$ cat src/rtl/mcycle_pkg.sv
// Shared types and constants for the MCycle arbiter/sequencer.
// Holds the FSM state encoding, op codes, default widths and a grant decode helper.
package mcycle_pkg;

  localparam int unsigned DefaultWidth = 32;
  localparam int unsigned DefaultCntw  = 16;

  localparam logic MC_OP_MUL = 1'b0;
  localparam logic MC_OP_DIV = 1'b1;

  typedef enum logic [1:0] {
    StIdle,
    StLaunch,
    StWaitDone,
    StResp
  } mc_state_e;

  // Index of the granted requester in a one-hot 2-bit grant vector.
  function automatic logic grant_idx(input logic [1:0] gnt);
    return gnt[1];
  endfunction

endpackage

$ cat src/rtl/rr_arb2.sv
// Two-way round-robin grant: a lone request wins outright, and on a tie
// the requester that was not granted last wins.
module rr_arb2 (
  input  logic [1:0] req_i,
  input  logic       last_i,
  output logic [1:0] gnt_o
);

  always_comb begin
    gnt_o = 2'b00;
    unique case (req_i)
      2'b01:   gnt_o = 2'b01;
      2'b10:   gnt_o = 2'b10;
      2'b11:   gnt_o = last_i ? 2'b01 : 2'b10;
      default: gnt_o = 2'b00;
    endcase
  end

endmodule

$ cat src/rtl/mcycle_arbiter.sv
// Arbitrates two requesters onto a single multi-cycle mul/div unit, sequences the
// Start/Busy handshake and returns the captured result with its launch-to-capture latency.
module mcycle_arbiter
  import mcycle_pkg::*;
#(
  parameter int unsigned WIDTH = DefaultWidth,
  parameter int unsigned CNTW  = DefaultCntw
) (
  input  logic               CLK,
  input  logic               RESETn,
  input  logic [1:0]         ReqValid,
  input  logic [1:0]         ReqOp,
  input  logic [2*WIDTH-1:0] ReqOperand1,
  input  logic [2*WIDTH-1:0] ReqOperand2,
  output logic [1:0]         ReqReady,
  output logic [1:0]         RespValid,
  input  logic [1:0]         RespReady,
  output logic [WIDTH-1:0]   RespResult,
  output logic [CNTW-1:0]    RespCycles,
  output logic               MC_Start,
  output logic               MC_Op,
  output logic [WIDTH-1:0]   MC_Operand1,
  output logic [WIDTH-1:0]   MC_Operand2,
  input  logic [WIDTH-1:0]   MC_Result,
  input  logic               MC_Busy
);

  mc_state_e        state_q, state_d;
  logic             last_q, last_d;
  logic             owner_q, owner_d;
  logic             op_q, op_d;
  logic [WIDTH-1:0] opnd1_q, opnd1_d;
  logic [WIDTH-1:0] opnd2_q, opnd2_d;
  logic [CNTW-1:0]  cnt_q, cnt_d;
  logic [WIDTH-1:0] result_q, result_d;
  logic [CNTW-1:0]  cycles_q, cycles_d;
  // Keeps ReqReady low until the first clock edge after reset release.
  logic             armed_q, armed_d;

  logic [1:0]       gnt;
  logic             win;
  logic [CNTW-1:0]  cnt_inc;

  rr_arb2 u_rr_arb2 (
    .req_i  (ReqValid),
    .last_i (last_q),
    .gnt_o  (gnt)
  );

  assign win     = grant_idx(gnt);
  assign cnt_inc = (&cnt_q) ? cnt_q : cnt_q + CNTW'(1);

  always_comb begin
    state_d   = state_q;
    last_d    = last_q;
    owner_d   = owner_q;
    op_d      = op_q;
    opnd1_d   = opnd1_q;
    opnd2_d   = opnd2_q;
    cnt_d     = cnt_q;
    result_d  = result_q;
    cycles_d  = cycles_q;
    armed_d   = 1'b1;
    ReqReady  = 2'b00;
    RespValid = 2'b00;
    MC_Start  = 1'b0;

    unique case (state_q)
      StIdle: begin
        if (armed_q) begin
          ReqReady = gnt;
          // gnt is a subset of ReqValid, so any grant is a completed handshake.
          if (|gnt) begin
            owner_d = win;
            op_d    = ReqOp[win];
            opnd1_d = win ? ReqOperand1[WIDTH +: WIDTH] : ReqOperand1[0 +: WIDTH];
            opnd2_d = win ? ReqOperand2[WIDTH +: WIDTH] : ReqOperand2[0 +: WIDTH];
            cnt_d   = '0;
            state_d = StLaunch;
          end
        end
      end

      StLaunch: begin
        MC_Start = 1'b1;
        cnt_d    = cnt_inc;
        if (MC_Busy) begin
          state_d = StWaitDone;
        end
      end

      StWaitDone: begin
        cnt_d = cnt_inc;
        if (!MC_Busy) begin
          result_d = MC_Result;
          cycles_d = cnt_inc;
          state_d  = StResp;
        end
      end

      StResp: begin
        RespValid = owner_q ? 2'b10 : 2'b01;
        if (RespReady[owner_q]) begin
          last_d  = owner_q;
          state_d = StIdle;
        end
      end

      default: state_d = StIdle;
    endcase
  end

  always_ff @(posedge CLK or negedge RESETn) begin
    if (!RESETn) begin
      state_q  <= StIdle;
      last_q   <= 1'b1;
      owner_q  <= 1'b0;
      op_q     <= MC_OP_MUL;
      opnd1_q  <= '0;
      opnd2_q  <= '0;
      cnt_q    <= '0;
      result_q <= '0;
      cycles_q <= '0;
      armed_q  <= 1'b0;
    end else begin
      state_q  <= state_d;
      last_q   <= last_d;
      owner_q  <= owner_d;
      op_q     <= op_d;
      opnd1_q  <= opnd1_d;
      opnd2_q  <= opnd2_d;
      cnt_q    <= cnt_d;
      result_q <= result_d;
      cycles_q <= cycles_d;
      armed_q  <= armed_d;
    end
  end

  assign RespResult  = result_q;
  assign RespCycles  = cycles_q;
  assign MC_Op       = op_q;
  assign MC_Operand1 = opnd1_q;
  assign MC_Operand2 = opnd2_q;

endmodule
$ cat config.mk
export PLATFORM = sky130hd
export DESIGN_NAME = mcycle_arbiter
export DESIGN_NICKNAME = d
export VERILOG_FILES = /design/src/rtl/mcycle_pkg.sv /design/src/rtl/rr_arb2.sv /design/src/rtl/mcycle_arbiter.sv
export SDC_FILE = /design/constraint.sdc
export NUM_CORES = 1
export LEC_CHECK = 0
export ABC_AREA = 1
export BUFFER_PORTS_ARGS = -buffer_cell sky130_fd_sc_hd__buf_2
export CAP_MARGIN = 30
export CORE_ASPECT_RATIO = 0.8
export CORE_MARGIN = 8
export CORE_UTILIZATION = 25
export CTS_BUF_LIST = sky130_fd_sc_hd__clkbuf_8
export DETAILED_ROUTE_END_ITERATION = 8
export PLACE_DENSITY = 0.56
export RECOVER_POWER = 25
export SYNTH_ARGS = -nofsm -noshare
export SYNTH_HDL_FRONTEND = slang
export SYNTH_SLANG_ARGS = --single-unit
$ cat constraint.sdc
create_clock -name CLK -period 4.3 [get_ports CLK]
set_input_delay 0.215 -clock CLK [delete_from_list [all_inputs] [get_ports CLK]]
set_output_delay 0.215 -clock CLK [all_outputs]
set_load 0.05 [all_outputs]
After elaboration in Yosys (flattened, before gate mapping). Cells that the tools add are included.

Flip-flop bits (word level): 134. Input port bits: 169. Logic and storage cells: 58.

Add/subtract/negate cells: 1. $lt $le $gt $ge: 2. Equal/unequal tests: 11. Multiplexer cells: 23. Bitwise operators: 1. Reduce and logical (&&, ||, !) cells: 10.

Operators with widths (count): two-way mux 32 bit (2); two-way mux 16 bit (3); case mux 16 bit (2 select lines) (1); two-way mux 2 bit (10); adder 16 x 1 -> 16 bit, second input constant (1); AND reduction 16 bit (1); inequality test 2 bit, second input constant (5); == test 2 bit, second input constant (4); case mux 2 bit (4 select lines) (1); case mux 2 bit (3 select lines) (1); AND reduction 3 bit (2); two-way mux 1 bit (5); AND reduction 5 bit (1); == test 2 x 1 -> 1 bit, second input constant (2); < comparator 1 x 2 -> 1 bit, second input constant (2); AND reduction 2 bit (2); OR reduction 2 bit (2); logical NOT 2 bit (1); nonzero test 2 bit (1); NOT 1 bit (1).

Depth between registers and ports, before layout. Gate-level depths: netlist of the first run.

Depth after elaboration: 6. Mapped depth: 10.

Hierarchy. Synthesis of the first run repeated with hierarchy kept, for this count alone.

Cell total of the unflattened synthesis: 770. Area total of the unflattened synthesis: 6175.9 um^2.

Modules (own cells, without submodules): mcycle_arbiter (instances 1, cells an instance 765, area an instance 6154.7 um^2, sequential area each 3354.5 um^2); rr_arb2 (instances 1, cells an instance 5, area an instance 21.3 um^2, sequential area each 0.0 um^2).

Worst setup path after synthesis of the first run. OpenSTA, ideal clock, no wires.

Path type: register -> output. From: register last_q. To: output ReqReady[0]. Data arrival time: 1.973 ns. Setup slack: 2.112 ns. Stages on the path, launching flop included: 6. Path buffers: 1. Cells stage by stage: dfstp_2 > nand3_1 > nand2_1 > inv_1 > clkbuf_1 > nor3_1.

Longest elaborated chain between the ends: 4.

Ends and longest elaborated chain: start, declared (RTL line mcycle_arbiter.sv:29) `logic last_q, last_d;`; start signal, assigned (RTL line mcycle_arbiter.sv:127) `last_q <= last_d;`; two-way mux 2 bit (RTL line rr_arb2.sv:14) `2'b11: gnt_o = last_i ? 2'b01 : 2'b10;`; case mux 2 bit (3 select lines) (RTL line rr_arb2.sv:11) `unique case (req_i)`; two-way mux 2 bit (RTL line mcycle_arbiter.sv:70) `if (armed_q) begin`; two-way mux 2 bit (RTL line mcycle_arbiter.sv:68) `unique case (state_q)`; end, declared (RTL line mcycle_arbiter.sv:15) `output logic [1:0] ReqReady,`.

Every way passes these cells.

Worst setup path after layout of the first run.
From: register state_q[1]. To: register opnd2_q[17] (netlist: MC_Operand2[17]).

Longest elaborated chain between the ends: 2.

Ends and longest elaborated chain: start, declared (RTL line mcycle_arbiter.sv:28) `mc_state_e state_q, state_d;`; start signal, assigned (RTL line mcycle_arbiter.sv:115) `state_q <= StIdle;`; start signal, assigned (RTL line mcycle_arbiter.sv:126) `state_q <= state_d;`; logical NOT 2 bit (RTL line mcycle_arbiter.sv:68); AND reduction 3 bit (no source line); end signal, assigned (RTL line mcycle_arbiter.sv:131) `opnd2_q <= opnd2_d;`; end, declared (RTL line mcycle_arbiter.sv:33) `logic [WIDTH-1:0] opnd2_q, opnd2_d;`.

Every way passes these cells. A chain may end at the register's enable or synchronous reset.

==> summary.txt, run 1 <==
status -> complete, no violations
# hold bufs at CTS -> 99
vias per inst -> 4.408
top post-synthesis cells by area -> dfrtp_1, nand2_1, a21oi_1
Max Slew Vio Count -> 0
H-Tree Depth -> 4
antenna violations before repair -> 1
setup TNS -> 0 ns
clk slew on worst S/H paths -> 0.09 ns
DIE AREA -> 30190 sq um
Final Hold Slack -> 0.02928 ns
Comb power frac -> 53.6%
synthesized area per cell -> 8.080 sq um
min setup slack post-route -> 1.772 ns
Port Buffers -> 286
Mapped Area -> 6213 sq um
total global routing overflow -> 0
Ys Warns -> 0
Tcrit/Tclk final -> 58.80%
number of DRC markers in iteration 0 -> 223
flops & latches, synth -> 134
Final Wtd Congestion -> 0.7771
most frequent cells after synthesis -> nand2_1, dfrtp_1, a21oi_1
first-pass GRT wire length -> 36560 microns
Final Setup Violations -> 0
FF-to-FF Start -> state_q[1]$_DFFE_PN0P_
Max-Cap Viols -> 0
P_leak -> 4.759 nW
CP startpoint -> state_q[1]$_DFFE_PN0P_
Switching Share -> 53.47%
Syn-to-layout area delta -> 48.63%
async set or reset register ratio after synthesis -> 100.0%
io pins -> 287
CTS tree -> built
Core ar. -> 24380 sq um
Pint -> 3.180 mW
DRC -> 0
FMAX -> 0.3955 GHz
worst reg-to-reg path cell count -> 8
Post-synth top flop -> dfrtp_1
Hold Crit Start -> ReqOperand2[38]
Cell Rows -> 51
count leader, synth -> nand2_1
clock share of power -> 15.8%
syn nets -> 944
Die H -> 157.0 microns
CTS Buf Count -> 17
Skew-Pair Late Insertion Delay -> 0.45 ns
Post-CTS Setup Bufs -> 0
Worst Skew -> 0.01435 ns
Flop pwr share -> 30.6%
WS Path Type -> flip-flop to flip-flop
NumNets Final -> 1316
met2 usage -> 25.54%
Relative slew margins -> 44.81%
top-area cell type share of the netlist area -> 53.56%
fillers -> 2470
global routing usage on met1 -> 17.38%
# diodes -> 0
crit path max fanout -> 66
worst slew pin tran -> 0.8278 ns
pre-CTS setup slack -> 2.074 ns
Worst Setup End Kind -> flip-flop
WL per Instance -> 15.63 microns
multi-input logic area -> 2526 sq um
final hold viol count -> 0
hpwl dp -> 15660 microns
Post-Route WL -> 23000 microns
hold path cells -> 3
GRT Max-Usage Layer -> met2
antenna-violating nets left -> 0
largest net degree at the start of global routing -> 67
post-cts sizing count -> 0
Die Span X -> 192.3 microns
PD cells -> 740.0 nW/um^2
minimum clock period -> 2.528 ns
EDFF count, synth -> 0
GRT Total Usage -> 15.22%
Starting Density -> 25.49%
first drt pass iteration count -> 4
leading area contributor after synthesis -> dfrtp_1
Mapped Cells -> 769
sequential fraction of the synthesis area -> 53.99%
WP data arrival -> 2.92 ns
share of layout cells above drive strength 1 -> 26.43%
Reg area -> 3354 sq um
Vias -> 6489
CP Data Required Time -> 4.69 ns
vias in the first global route -> 6852
clock tree sinks -> 134
Synth cell types -> 29
Clock Path Buffers -> 2
RSZ-0062 raised after global routing -> false
met3 usage -> 6.944%
Sw Pwr -> 3.654 mW
Max VDD drop -> 440.0 uV
reg2reg setup slack -> 1.77 ns
critical path startpoint category -> flip-flop
Hold Path Class -> input pin to flip-flop
clk root buf -> clkbuf_8
## area by class of cell
cell class / instances / share of cell area, %
clock inverters: 11 / 1.165
well taps: 318 / 4.308
clock buffers: 21 / 3.130
multi-input cells: 566 / 27.35
inverters: 30 / 1.274
flip-flops and latches: 134 / 36.32
repair buffers: 392 / 26.45
## layer usage
| layer | vias to the layer above | part of all wire [%] |
|---|---|---|
| li1 | 3189 | - |
| met1 | 3063 | 41 |
| met2 | 219 | 48 |
| met3 | 16 | 10 |
| met4 | 2 | 1.1 |
| met5 | - | 0.057 |
## power groups by stage
| stage | Clock, mW | Combinational, mW | Sequential, mW |
|---|---|---|---|
| floorplan | 0 | 1.03 | 3.73 |
| global placement | 0 | 3.63 | 2.08 |
| detailed placement | 0 | 3.66 | 2.09 |
| CTS | 1.13 | 3.76 | 2.09 |
| global route | 1.17 | 3.95 | 2.16 |
| finish | 1.08 | 3.66 | 2.09 |
## registers in the layout (all words and copies together), names as in the netlist
register,cells
MC_Op,1
MC_Operand2,32
MC_Operand1,32
RespResult,32
last_q,1
owner_q,1
armed_q,1
cnt_q,16
RespCycles,16
state_q,2
## critical path, cell delays in order (launching register included)
cell	delay (ns)
dfrtp_1	0.41
inv_1	0.12
ha_1	0.23
nand2_1	0.14
nor2_4	0.13
buf_4	0.61
nor2_1	0.08
a21oi_1	0.15
dlygate4sd3_1	0.57
## through the flow
step / std cells / cell area [sq um] / utilization, % / total power [mW]
global route: 1472 / 9235 / 37.89 / 7.286
floorplan: 769 / 6213 / - / 4.764
detailed placement: 1341 / 7899 / 32.40 / 5.749
global placement: 1340 / 7879 / 32.32 / 5.710
finish: 1472 / 9235 / 37.89 / 6.834
CTS: 1472 / 9286 / 38.10 / 6.970
## layout by cell type (no fill, tap or decap), drive strengths merged, types with 6 or more instances in the layout
| cell type | instances |
|---|---|
| inv | 33 |
| nand2 | 285 |
| buf | 252 |
| clkbuf | 62 |
| nor2 | 91 |
| nand3 | 22 |
| o21ai | 12 |
| dfrtp | 133 |
| dlygate4sd3 | 99 |
| ha | 6 |
| a21oi | 131 |
## cell families (layout without fill, tap and decap cells)
family	Yosys count	in the layout	synth area share [%]
simple gates	407	407	26.42
buf+inv	69	454	5.518
xor+xnor	4	4	0.5638
compound gates	148	148	12.24
other cells	1	1	0.06035
flops	134	134	53.99
fa+ha+maj	6	6	1.208
## path summary, 6_finish.rpt
| path | endpoint |
|---|---|
| setup / recovery | MC_Operand2[17]$_DFFE_PN0P_ |
| hold / removal | MC_Operand2[6]$_DFFE_PN0P_ |
| setup reg to reg | MC_Operand2[17]$_DFFE_PN0P_ |
| hold reg to reg | RespResult[18]$_DFFE_PN0P_ |
| max in group asynchronous | RespResult[19]$_DFFE_PN0P_ |
| min in group asynchronous | owner_q$_DFFE_PN0P_ |
Power figures use the tool's default switching activity.
==> run 2: changes to the inputs <==
==> constraint.sdc (replaced) <==
create_clock -name CLK -period 2.5 [get_ports CLK]
set_input_delay 0.125 -clock CLK [delete_from_list [all_inputs] [get_ports CLK]]
set_output_delay 0.125 -clock CLK [all_outputs]
set_load 0.05 [all_outputs]
==> run 2 against run 1 <==
Against the previous run:
- sequential power increased by 71%
- maximum frequency increased by 21%
- design area increased by 8.3%
- non-clock buffer count increased by 70
- sequential share of layout area decreased by 2.8 points
- clock-buffer cell count decreased by 3
- setup slack got worse by 1.4 ns
- critical path depth decreased by 1
- clock power increased by 78%
- via count increased by 4.6%
- combinational power increased by 78%
- register-to-register slack got worse by 1.4 ns
==> summary.txt, run 2 (synthesis gave the netlist of run 1 again) <==
Worst Setup End Kind -> flip-flop
Power, Total -> 11.99 mW (+75%)
CP Data Required Time -> 2.85 ns (-1.84 ns)
Comb power frac -> 54.2% (+0.6 points)
FMAX -> 0.4805 GHz (+21%)
number of DRC markers in iteration 0 -> 291 (+30%)
minimum clock period -> 2.081 ns (-0.4472 ns)
worst slew pin tran -> 1.055 ns (+0.2276 ns)
Hold Path Class -> input pin to flip-flop
pre-CTS setup slack -> 0.4946 ns (-1.579 ns)
final hold viol count -> 0 (unchanged)
clock tree sinks -> 134 (unchanged)
Placed Cells -> 1346 (+0.37%)
largest net degree at the start of global routing -> 67 (unchanged)
vias in the first global route -> 7308 (+6.7%)
share of layout cells above drive strength 1 -> 28.78% (+2.4 points)
critical path startpoint category -> flip-flop
WS Path Type -> flip-flop to flip-flop
clk slew on worst S/H paths -> 0.09 ns (about the same)
Max VDD drop -> 778.0 uV (+77%)
first-pass GRT wire length -> 37950 microns (+3.8%)
Core Util, Final -> 41.02% (+3.1 points)
clock share of power -> 16.0% (+0.2 points)
Flop pwr share -> 29.8% (-0.8 points)
DIE AREA -> 30190 sq um (unchanged)
Relative slew margins -> 29.64% (-15 points)
Layout Cells excl Fill -> 1545 (+5.0%)
Starting Density -> 25.49% (unchanged)
CP max stage cell -> buf_4
Syn-to-layout area delta -> 60.93%
DRC -> 0 (unchanged)
P_leak -> 5.181 nW (+8.9%)
WP data arrival -> 2.43 ns (-0.49 ns)
antenna-violating nets left -> 0 (unchanged)
WL per Instance -> 15.55 microns (-0.48%)
hpwl dp -> 16000 microns (+2.1%)
CTS tree -> built
fillers -> 2412 (-2.3%)
min setup slack post-route -> 0.4189 ns (-1.353 ns)
Port Buffers -> 286 (unchanged)
GRT Total Usage -> 15.67% (+0.45 points)
Cell Rows -> 51 (unchanged)
status -> complete, no violations
crit path buf inv count -> 2 (-1)
Final Setup Violations -> 0 (unchanged)
Vias -> 6786 (+4.6%)
Core ar. -> 24380 sq um (unchanged)
setup TNS -> 0 ns (unchanged)
PD cells -> 1199 nW/um^2 (+62%)
total global routing overflow -> 0 (unchanged)
Pint -> 5.638 mW (+77%)
NumNets Final -> 1386 (+5.3%)
CTS Buf Count -> 17 (unchanged)
RSZ-0062 raised after global routing -> false
Max Slew Vio Count -> 0 (unchanged)
vias per inst -> 4.392 (-0.36%)
first drt pass iteration count -> 6 (+2)
Reg area -> 3354 sq um (unchanged)
post-cts sizing count -> 0 (unchanged)
Max-Cap Viols -> 0 (unchanged)
clk root buf -> clkbuf_8
io pins -> 287 (unchanged)
multi-input logic area -> 2526 sq um (unchanged)
cell family with most CP delay -> buffers and inverters
Switching Share -> 52.99% (-0.48 points)
Post-Route WL -> 24020 microns (+4.5%)
Clock Path Buffers -> 2 (unchanged)
Die Span X -> 192.3 microns (unchanged)
Sw Pwr -> 6.355 mW (+74%)
leading cell type in the layout, fill and taps excluded -> buf_2
H-Tree Depth -> 4 (unchanged)
delay of the slowest cell on the worst path -> 0.62 ns (about the same)
Die H -> 157.0 microns (unchanged)
Final Wtd Congestion -> 0.7716 (-0.71%)
most frequent cells in the layout -> buf_2, nand2_1, dlygate4sd3_1, dfrtp_1, a21oi_1
antenna violations before repair -> 2 (+1)
Skew-Pair Late Insertion Delay -> 0.44 ns (about the same)
crit-path cells -> inv_1 > ha_1 > nand2_1 > nor2_4 > buf_4 > nor2_1 > a21oi_1
Worst Skew -> 0.01410 ns (-0.0002458 ns)
Tcrit/Tclk final -> 83.24% (+24 points)
crit path max fanout -> 66 (unchanged)
run 2: area by class of cell:
class | instances | share of cell area, %
Clock buffer | 18 | 2.477
Timing Repair Buffer | 462 | 31.88
Tap cell | 318 | 3.979
Antenna cell | 4 | 0.1001
Multi-Input combinational cell | 566 | 25.26
Inverter | 30 | 1.176
Sequential cell | 134 | 33.55
Clock inverter | 13 | 1.577
run 2: worst min-delay path: cells and delay by family:
kind	cells	cell delay, ns
compound gates	2	0.13
buf+inv	1	0.10
simple gates	1	0.07
run 2: final timing paths:
check                                               to                       from  cells past startpoint  slack [ns]
min in group asynchronous    RespCycles[9]$_DFFE_PN0P_                     RESETn                      2        0.41
setup / recovery           MC_Operand2[31]$_DFFE_PN0P_     state_q[1]$_DFFE_PN0P_                      7        0.42
max in group asynchronous   MC_Operand2[4]$_DFFE_PN0P_                     RESETn                      3        0.51
hold reg to reg              RespCycles[7]$_DFFE_PN0P_  RespCycles[7]$_DFFE_PN0P_                      2        0.47
hold / removal                      last_q$_DFFE_PN1P_               RespReady[0]                      4        0.04
setup reg to reg           MC_Operand2[31]$_DFFE_PN0P_     state_q[1]$_DFFE_PN0P_                      7        0.42
run 2: layer usage:
layer / share of wire (%) / track usage [%] / vias up
met1: 41 / 18.45 / 3141
met5: 0 / 0 / -
met3: 8.9 / 5.551 / 34
met2: 48 / 26.38 / 279
met4: 1.6 / 4.829 / 0
li1: - / - / 3332
run 2: metrics by stage:
step	hold WS (ns)	instance area (sq um)
finish	0.03985	10000
global route	0.06929	9995
CTS	0.004299	10010
detailed placement	0.06698	7961
global placement	0.06046	7961
floorplan	-0.1706	6213
run 2: power groups by stage:
stage	registers [mW]	logic, mW	clock network (mW)
floorplan	6.42	1.78	0
global placement	3.58	6.30	0
detailed placement	3.57	6.37	0
CTS	3.57	6.56	2.02
global route	3.70	6.99	2.10
finish	3.58	6.50	1.92
run 2: timing repair:
item / 4_1_cts / 5_1_grt
setup endpoints to repair: 0 / 0
buffers inserted: 0 / 0
hold buffers: 164 / 0
endpoints found under the hold margin: 150 / 0
==> run 3: changes to the inputs <==
--- a/config.mk
+++ b/config.mk
@@ -5,7 +5,7 @@
 export SDC_FILE = /design/constraint.sdc
 export NUM_CORES = 1
 export LEC_CHECK = 0
-export ABC_AREA = 1
+export ABC_AREA = 0
 export BUFFER_PORTS_ARGS = -buffer_cell sky130_fd_sc_hd__buf_2
 export CAP_MARGIN = 30
 export CORE_ASPECT_RATIO = 0.8
@@ -13,7 +13,7 @@
 export CORE_UTILIZATION = 25
 export CTS_BUF_LIST = sky130_fd_sc_hd__clkbuf_8
 export DETAILED_ROUTE_END_ITERATION = 8
-export PLACE_DENSITY = 0.56
+export PLACE_DENSITY = 0.58
 export RECOVER_POWER = 25
 export SYNTH_ARGS = -nofsm -noshare
 export SYNTH_HDL_FRONTEND = slang
==> constraint.sdc (replaced) <==
create_clock -name CLK -period 1.69 [get_ports CLK]
set_input_delay 0.0845 -clock CLK [delete_from_list [all_inputs] [get_ports CLK]]
set_output_delay 0.0845 -clock CLK [all_outputs]
set_load 0.05 [all_outputs]
==> run 3 against run 2 <==
Against the previous run:
- clock skew rose by 0.0052 ns
- flip-flop and latch count is the same
- setup slack worse by 0.37 ns
- clock power is 51% higher
- combinational power rose by 63%
- wire length shrank 0.45%
- largest cell class is now non-clock buffers
- largest power group unchanged
- highest routed layer is now met5
==> summary.txt, run 3 <==
Core ar. -> 25050 sq um (+2.8%)
hpwl dp -> 15290 microns (-4.4%)
Final Setup Violations -> 0 (unchanged)
async set or reset register ratio after synthesis -> 100.0% (unchanged)
vias in the first global route -> 7156 (-2.1%)
Post-Route WL -> 23920 microns (-0.45%)
r2r endpoint -> cnt_q[7]$_DFFE_PN0P_
GRT Total Usage -> 15.34% (-0.32 points)
min setup slack post-route -> 0.04971 ns (-0.3692 ns)
clk root buf -> clkbuf_8
Hold Path Class -> input pin to asynchronous set/reset pin
first drt pass iteration count -> 5 (-1)
Relative slew margins -> 29.06% (-0.58 points)
Max-Cap Viols -> 0 (unchanged)
Cell Area, Placed -> 8513 sq um (+6.9%)
post-route cell area -> 10770 sq um (+7.7%)
antenna-violating nets left -> 0 (unchanged)
count leader, synth -> nand2_1
Worst Skew -> 0.01926 ns (+0.005156 ns)
PD cells -> 1741 nW/um^2 (+45%)
worst reg-to-reg path cell count -> 5 (-2)
P_leak -> 5.484 nW (+5.8%)
CP startpoint -> cnt_q[13]$_DFFE_PN0P_
WL per Instance -> 16.29 microns (+4.8%)
WP data arrival -> 1.96 ns (-0.47 ns)
Power, Total -> 18.75 mW (+56%)
top post-synthesis cells by area -> dfrtp_1, mux2i_1, nand2_1
most frequent cells after synthesis -> nand2_1, dfrtp_1, o21ai_0
top-area cell type share of the netlist area -> 52.68% (-0.88 points)
CTS Buf Count -> 17 (unchanged)
status -> complete, no violations
crit path max fanout -> 12 (-82%)
Die H -> 158.2 microns (+0.75%)
sequential fraction of the synthesis area -> 53.10% (-0.89 points)
NumNets Final -> 1304 (-5.9%)
Clock Path Buffers -> 2 (unchanged)
number of DRC markers in iteration 0 -> 345 (+19%)
Synth cell types -> 50 (+72%)
H-Tree Depth -> 4 (unchanged)
EDFF count, synth -> 0 (unchanged)
Mapped Area -> 6317 sq um (+1.7%)
Final Hold Slack -> 0.03990 ns (+0.00004870 ns)
Max Slew Vio Count -> 0 (unchanged)
Worst setup endpoint -> cnt_q[7]$_DFFE_PN0P_
WS Path Type -> flip-flop to flip-flop
final hold viol count -> 0 (unchanged)
reg2reg setup slack -> 0.05 ns (-0.37 ns)
DIE AREA -> 30640 sq um (+1.5%)
worst slew pin tran -> 1.064 ns (+0.008742 ns)
antenna violations before repair -> 4 (+2)
vias per inst -> 4.444 (+1.2%)
Syn-to-layout area delta -> 70.45%
FF-to-FF Start -> cnt_q[13]$_DFFE_PN0P_
leading cell type in the layout, fill and taps excluded -> buf_2
RSZ-0062 raised after global routing -> true
Tcrit/Tclk final -> 97.06% (+14 points)
CTS tree -> built
most frequent cells in the layout -> buf_2, nand2_1, dlygate4sd3_1, dfrtp_1, o21ai_0
setup TNS -> 0 ns (unchanged)
Skew-Pair Late Insertion Delay -> 0.45 ns (about the same)
Mapped Cells -> 646 (-16%)
total global routing overflow -> 0 (unchanged)
Final Wtd Congestion -> 0.7640 (-0.98%)
Cell Rows -> 52 (+2.0%)
Port Buffers -> 286 (unchanged)
synthesized area per cell -> 9.779 sq um (+21%)
clock tree sinks -> 134 (unchanged)
delay of the slowest cell on the worst path -> 0.46 ns (-0.16 ns)
DRC -> 0 (unchanged)
crit-path cells -> nand4_1 > nor4_4 > buf_4 > o41a_1 > a31o_1
CP Data Required Time -> 2.01 ns (-0.84 ns)
share of layout cells above drive strength 1 -> 35.03% (+6.2 points)
critical path startpoint category -> flip-flop
leading area contributor after synthesis -> dfrtp_1
Max VDD drop -> 668.5 uV (-14%)
Vias -> 6524 (-3.9%)
Ys Warns -> 0 (unchanged)
flops & latches, synth -> 134 (unchanged)
FMAX -> 0.6096 GHz (+27%)
Die Span X -> 193.7 microns (+0.76%)
Starting Density -> 25.22% (-0.27 points)
first-pass GRT wire length -> 37540 microns (-1.1%)
Post-synth top flop -> dfrtp_1
minimum clock period -> 1.640 ns (-0.4408 ns)
io pins -> 287 (unchanged)
CP max stage cell -> dfrtp_1
pre-CTS setup slack -> -0.01352 ns (-0.5081 ns)
syn nets -> 821 (-13%)
clk slew on worst S/H paths -> 0.09 ns (about the same)
largest net degree at the start of global routing -> 48 (-28%)
Worst Setup End Kind -> flip-flop
-- run 3: cell types whose count changed in the layout (fill, tap and decap cells not counted), sizes merged, moves of 6 or more --
cell and delta:
a21oi -117, nand2 -107, mux2i +70, o31ai +6
a31oi +16, nand3 -17, buf +39, inv -18
o21ai +71, nor2 -73
-- run 3: worst min path at each step --
| stage | startpoint | to | cells after the start |
|---|---|---|---|
| 3_5_place_dp | RESETn | RespCycles[9]$_DFFE_PN0P_ | 1 |
| 3_3_place_gp | RESETn | RespCycles[9]$_DFFE_PN0P_ | 1 |
| 2_1_floorplan | RESETn | MC_Op$_DFFE_PN0P_ | 0 |
| 6_report | RESETn | RespResult[31]$_DFFE_PN0P_ | 2 |
| 5_1_grt | RESETn | RespResult[31]$_DFFE_PN0P_ | 2 |
| 4_1_cts | RESETn | RespResult[31]$_DFFE_PN0P_ | 2 |
-- run 3: routing by layer --
| metal | up-vias | track usage [%] | part of all wire (%) | routed length, microns |
|---|---|---|---|---|
| li1 | 3215 | - | - | - |
| met1 | 2994 | 17.16 | 40 | 9599 |
| met2 | 242 | 25.30 | 49 | 11720 |
| met3 | 67 | 5.736 | 7.3 | 1752 |
| met4 | 6 | 8.522 | 3.4 | 807 |
| met5 | - | 0 | 0.15 | 36 |
-- run 3: worst max-delay path: cells and delay by family, from the launching register on --
family,cells,cell delay (ns)
and+or+nand+nor,2,0.29
buffers and inverters,1,0.18
AOI/OAI and AO/OA,2,0.60
DFF,1,0.46
-- run 3: where the power goes --
part / switching, mW / internal [mW] / total [mW]
logic: 7.49 / 3.13 / 10.6
clock network: 1.37 / 1.52 / 2.89
registers: 0.718 / 4.52 / 5.23
-- run 3: logic make-up (layout without fill, tap and decap cells) --
| family | count (synthesis) | in the layout | share of synthesized area (%) |
|---|---|---|---|
| other | 1 | 3 | 0.05936 |
| AND/OR/NAND/NOR | 236 | 236 | 16.95 |
| buffers and inverters | 49 | 545 | 3.367 |
| adder cells (fa/ha/maj) | 6 | 6 | 1.188 |
| flip-flops | 134 | 134 | 53.10 |
| AO/OA/AOI/OAI | 145 | 145 | 13.55 |
| multiplexers | 70 | 70 | 11.09 |
| XOR/XNOR | 5 | 5 | 0.6932 |
-- run 3: final cells by class --
cell class                 count  area, sq um
antenna                        2        5.005
inverter                      10        37.54
multi-input combinational    463         2890
fill                        2354        14280
timing repair buffer         503         3649
clock buffer                  18        247.7
clock inverter                14        176.4
sequential                   134         3357
tap                          324        405.4
-- run 3: what timing repair did --
| item | 4_1_cts | 5_1_grt |
|---|---|---|
| buffers inserted | 5 | 1 |
| hold endpoints to repair | 231 | 0 |
| endpoints found under the setup margin | 6 | 19 |
| gates resized for setup | 10 | 19 |
| gates cloned | 0 | 1 |
| hold buffers | 165 | 0 |
| pin swaps | 1 | 0 |
-- run 3: through the flow --
stage | util, % | instances
global placement | 33.99 | 1262
CTS | 42.61 | 1464
detailed placement | 33.99 | 1262
finish | 42.99 | 1468
global route | 42.98 | 1467
floorplan | - | 646
